$ cat src/rtl/sequenced_selecter_controller.sv
// Registered, handshaked datapath-select sequencer: decodes one instruction per
// transaction into mux switches and write enable, stalls for memory ops, latches halt.
module sequenced_selecter_controller #(
  parameter int         OP_WIDTH  = 16,
  parameter int         MEM_WAIT  = 1,
  parameter logic [3:0] HALT_FUNC = 4'b1111,
  parameter int         CNT_WIDTH = 16
) (
  input  logic                 clock,
  input  logic                 reset,
  input  logic                 op_valid,
  input  logic [OP_WIDTH-1:0]  op,
  output logic                 op_ready,
  input  logic                 out_ready,
  output logic                 out_valid,
  output logic [6:0]           switch,
  output logic                 write_order,
  output logic                 halted,
  output logic                 busy,
  output logic [CNT_WIDTH-1:0] retired
);

  typedef enum logic [1:0] {IDLE, WAIT, OUT, HALT} state_t;

  localparam logic [3:0] WAIT_LD  = 4'(MEM_WAIT);
  localparam bit         HAS_WAIT = (MEM_WAIT > 0);

  state_t               state, state_nxt;
  logic [3:0]           cnt_p1;
  logic [6:0]           sw_p1;
  logic                 wo_p1;
  logic                 halt_p1;
  logic [CNT_WIDTH-1:0] retired_p1;
  logic                 accept;
  logic                 op_is_mem;
  logic                 op_is_halt;
  logic [7:0]           dec;
  logic                 op_unused;

  // Returns {switch[6:0], write_order} for one instruction word.
  function automatic logic [7:0] decode(input logic [OP_WIDTH-1:0] w);
    logic [1:0] cls;
    logic [2:0] cond;
    logic [3:0] fn;
    logic [7:0] r;
    cls  = w[OP_WIDTH-1 -: 2];
    cond = w[OP_WIDTH-3 -: 3];
    fn   = w[7:4];
    r    = 8'b0;
    case (cls)
      2'b00: r = {7'b0010100, 1'b1};
      2'b01: r = {7'b0100100, 1'b1};
      2'b10: begin
        case (cond)
          3'b000, 3'b001, 3'b010: r = {7'b0000100, 1'b1};
          3'b101:                 r = {7'b0000101, 1'b0};
          3'b110:                 r = {7'b1000111, 1'b1};
          default:                r = {7'b0000111, 1'b0};
        endcase
      end
      default: begin
        case (fn)
          4'd12:                        r = {7'b0011000, 1'b1};
          4'd5, 4'd7, 4'd13, 4'd14, 4'd15: r = {7'b0000000, 1'b0};
          default:                      r = {7'b0000000, 1'b1};
        endcase
      end
    endcase
    return r;
  endfunction

  assign op_unused  = ^op;
  assign dec        = decode(op);
  assign op_is_mem  = (op[OP_WIDTH-1] == 1'b0);
  assign op_is_halt = (op[OP_WIDTH-1 -: 2] == 2'b11) && (op[7:4] == HALT_FUNC);
  assign accept     = (state == IDLE) && op_valid;

  always_comb begin
    state_nxt = state;
    case (state)
      IDLE: if (op_valid) state_nxt = (op_is_mem && HAS_WAIT) ? WAIT : OUT;
      WAIT: if (cnt_p1 <= 4'd1) state_nxt = OUT;
      OUT:  if (out_ready) state_nxt = halt_p1 ? HALT : IDLE;
      HALT: state_nxt = HALT;
      default: state_nxt = IDLE;
    endcase
  end

  // Stage p1: decode captured at acceptance, held until the next acceptance.
  always_ff @(posedge clock) begin
    if (reset) begin
      state      <= IDLE;
      cnt_p1     <= 4'd0;
      sw_p1      <= 7'd0;
      wo_p1      <= 1'b0;
      halt_p1    <= 1'b0;
      retired_p1 <= '0;
    end else begin
      state <= state_nxt;
      if (accept) begin
        sw_p1   <= dec[7:1];
        wo_p1   <= dec[0];
        halt_p1 <= op_is_halt;
        cnt_p1  <= WAIT_LD;
      end else if (state == WAIT) begin
        cnt_p1 <= cnt_p1 - 4'd1;
      end
      if ((state == OUT) && out_ready) retired_p1 <= retired_p1 + CNT_WIDTH'(1);
    end
  end

  assign op_ready    = (state == IDLE);
  assign out_valid   = (state == OUT);
  assign halted      = (state == HALT);
  assign busy        = (state == WAIT) || (state == OUT);
  assign switch      = sw_p1;
  assign write_order = wo_p1;
  assign retired     = retired_p1;

endmodule

$ cat config.mk
export PLATFORM = sky130hd
export DESIGN_NAME = sequenced_selecter_controller
export DESIGN_NICKNAME = d
export VERILOG_FILES = /design/src/rtl/sequenced_selecter_controller.sv
export SDC_FILE = /design/constraint.sdc
export NUM_CORES = 1
export LEC_CHECK = 0
export ABC_AREA = 1
export BUFFER_PORTS_ARGS = -buffer_cell sky130_fd_sc_hd__buf_2
export CAP_MARGIN = 20
export CORE_ASPECT_RATIO = 1.2
export CORE_MARGIN = 3
export CORE_UTILIZATION = 55
export DETAILED_ROUTE_END_ITERATION = 10
export PLACE_DENSITY = 0.84
export SYNTH_ARGS = -nofsm -noshare
export SYNTH_HDL_FRONTEND = slang
export SYNTH_SLANG_ARGS = --single-unit
$ cat constraint.sdc
create_clock -name clock -period 3 [get_ports clock]
set_input_delay 0.6 -clock clock [delete_from_list [all_inputs] [get_ports clock]]
set_output_delay 0.6 -clock clock [all_outputs]
set_load 0.01 [all_outputs]
==> flow_metrics.env <==
export IMPL_fin_tns_setup_ns=0
export IMPL_slew_viol_final=0
export IMPL_max_clock_freq_mhz=524.9
export IMPL_final_core_util_pct=69.29
export IMPL_cts_sinks=31
export IMPL_powerDensity_mw_per_mm2=534.3
export IMPL_path_clk_slew_ns=0.09
export IMPL_placed_cells=316
export IMPL_dieArea_sq_mm=0.003661
export IMPL_ctsResizeCount=0
export IMPL_ir_drop_uv=679.5
export IMPL_finalSetupViolations=0
export IMPL_leakage_nw=0.9619
export IMPL_worst_path_max_fanout=7
export IMPL_drc=0
export IMPL_cp_start_kind="flip-flop"
export IMPL_synth_seq_cells=31
export IMPL_drive_gt1_share_pct=19.31
export IMPL_area_growth_pct=19.31
export IMPL_final_area_sq_mm=0.001948
export IMPL_start_util_pct=58.08
export IMPL_fin_cells=324
export IMPL_rows=21
export IMPL_cts_buffer_depth=2
export IMPL_whs_ns=0.4566
export IMPL_ant_nets=0
export IMPL_drt_initial_drc_count=50
export IMPL_power_total_mw=1.041
export IMPL_clkLatencyLatePin_ns=0.34
export IMPL_fin_ws_ns=1.095
export IMPL_synth_area_sq_mm=0.001633
export IMPL_num_nets_final=317
export IMPL_yosysSeqAreaShare_pct=38.01
export IMPL_via_per_inst=5.111
export IMPL_final_common_cell="nand2_1"
export IMPL_htree_levels=2
export IMPL_path_class="flip-flop to primary output"
export IMPL_critPathArrivalTime_ns=1.31
export IMPL_cts_buffers_inserted=5
export IMPL_max_cap_violations=0
export IMPL_grt_pass1_wl_um=6092
export IMPL_hold_viol=0
export IMPL_worstSetupEndpointType="primary output"
export IMPL_final_cell_mix="68 x nand2_1, 40 x nor2_1, 40 x buf_2"
export IMPL_slew_headroom_pct=68.84
export IMPL_period_share_pct=63.50
export IMPL_fp_dieW_um=55.74
export IMPL_firstDrtPassIters=4
export IMPL_dpl_hpwl_um=2638
export IMPL_synth_avg_cell_area_sq_um=6.719
export IMPL_rsz0062_at_grt="false"
export IMPL_grt_pass1_vias=1514
export IMPL_cts_root_buf="clkbuf_4"
export IMPL_yosysUniqueCellTypes=23
export IMPL_hp_class="flip-flop to flip-flop"
export IMPL_required_ns=2.40
export IMPL_wl_per_cell_um=10.91
export IMPL_portBuffers=40
export IMPL_placed_area_sq_mm=0.001862
export IMPL_skew_ns=0.01034
export IMPL_wl_um=3534
export IMPL_grt_total_usage_pct=21.02
export IMPL_syn_inst=243
export IMPL_post_route_min_period_ns=1.905
export IMPL_antenna_found_initial=0
export IMPL_n_antenna_cell=0
export IMPL_worst_pin_slew_ns=0.4668
export IMPL_vias=1656
export IMPL_status="complete, no violations"
export IMPL_cts_hold_fix_buffers=0
export IMPL_gp_congestion=0.8161
export IMPL_num_io_pins=48
export IMPL_postCtsSetupRepairBufs=0
export IMPL_syn_nets=271
export IMPL_synth_warnings=0
export IMPL_grt_max_degree=17
export IMPL_core_area_sq_mm=0.002811
export IMPL_cts_tree="built"
export IMPL_gr_total_overflow=0
export IMPL_preCtsSetupSlack_ns=1.309
export IMPL_chipHeight_um=65.69
==> power breakdown <==
part,internal (mW),switching (mW),total (mW)
Sequential,0.440,0.0244,0.464
Clock,0.197,0.153,0.350
Combinational,0.0850,0.142,0.227
Total,0.722,0.319,1.04
==> final cells by class <==
| cell class | instances | area, sq um |
|---|---|---|
| clock buffers | 6 | 51.30 |
| clock inverters | 2 | 35.03 |
| fillers | 234 | 863.3 |
| inverters | 35 | 131.4 |
| multi-input cells | 176 | 867.1 |
| flip-flops and latches | 31 | 620.6 |
| well taps | 34 | 42.54 |
| repair buffers | 40 | 200.2 |
==> metal layers <==
layer	part of all wire (%)	GRT usage [%]	wire length, um	up-vias
met4	2.0	11.25	70	0
met3	6.0	6.287	211	5
li1	-	-	-	866
met5	0	0	0	-
met2	50	37.13	1764	48
met1	42	22.42	1488	737
==> cell families (layout without fill, tap and decap cells) <==
family                   Yosys count  after routing  synth area share (%)
adder cells (fa/ha/maj)            8              8                 6.131
buffers and inverters             36             83                 8.889
flip-flops                        31             31                 38.01
AO/OA/AOI/OAI                     36             36                 12.03
AND/OR/NAND/NOR                  130            130                 33.87
XOR/XNOR                           2              2                 1.073
==> Yosys cell counts <==
library cell  instances  share of area [%]
o21ai_0              16                4.9
a32oi_1               1               0.54
and3_1                1               0.38
nand4_1               6                2.3
o21bai_1              1               0.46
xor2_1                2                1.1
nor2_1               40                9.2
nor3_1                3               0.92
nor3_2                1               0.61
nor2_2                1               0.38
inv_2                 2               0.46
ha_1                  8                6.1
inv_1                33                7.6
dfxtp_1              31                 38
nand3_1               6                1.8
clkbuf_8              1               0.84
a21oi_1              15                4.6
a32o_1                1               0.61
nor2_4                2                1.4
o211ai_1              1               0.46
o21a_1                1               0.46
nand2_1              68                 16
nand3_2               2                1.2
==> path summary, 6_finish.rpt <==
kind                                              from                        to  slack (ns)  depth (start not counted)
worst min-delay path            switch[3]$_SDFFE_PP0P_    switch[3]$_SDFFE_PP0P_        0.46                          2
worst max-delay path             state[0]$_SDFFE_PP0P_                 out_valid        1.09                          3
worst max register to register   state[0]$_SDFFE_PP0P_  retired[10]$_SDFFE_PP0P_        1.40                          8
worst min register to register  switch[3]$_SDFFE_PP0P_    switch[3]$_SDFFE_PP0P_        0.46                          2
==> sequential cells by signal (all words and copies together), names as in the netlist <==
signal,cells
retired,16
cnt_p1,4
halt_p1,1
switch,7
state,2
write_order,1
==> critical path, cell delays in order (launching register included) <==
cell and delay [ns]:
dfxtp_1 0.40, inv_1 0.10, ha_1 0.30, buf_2 0.18
Power figures use the tool's default switching activity.
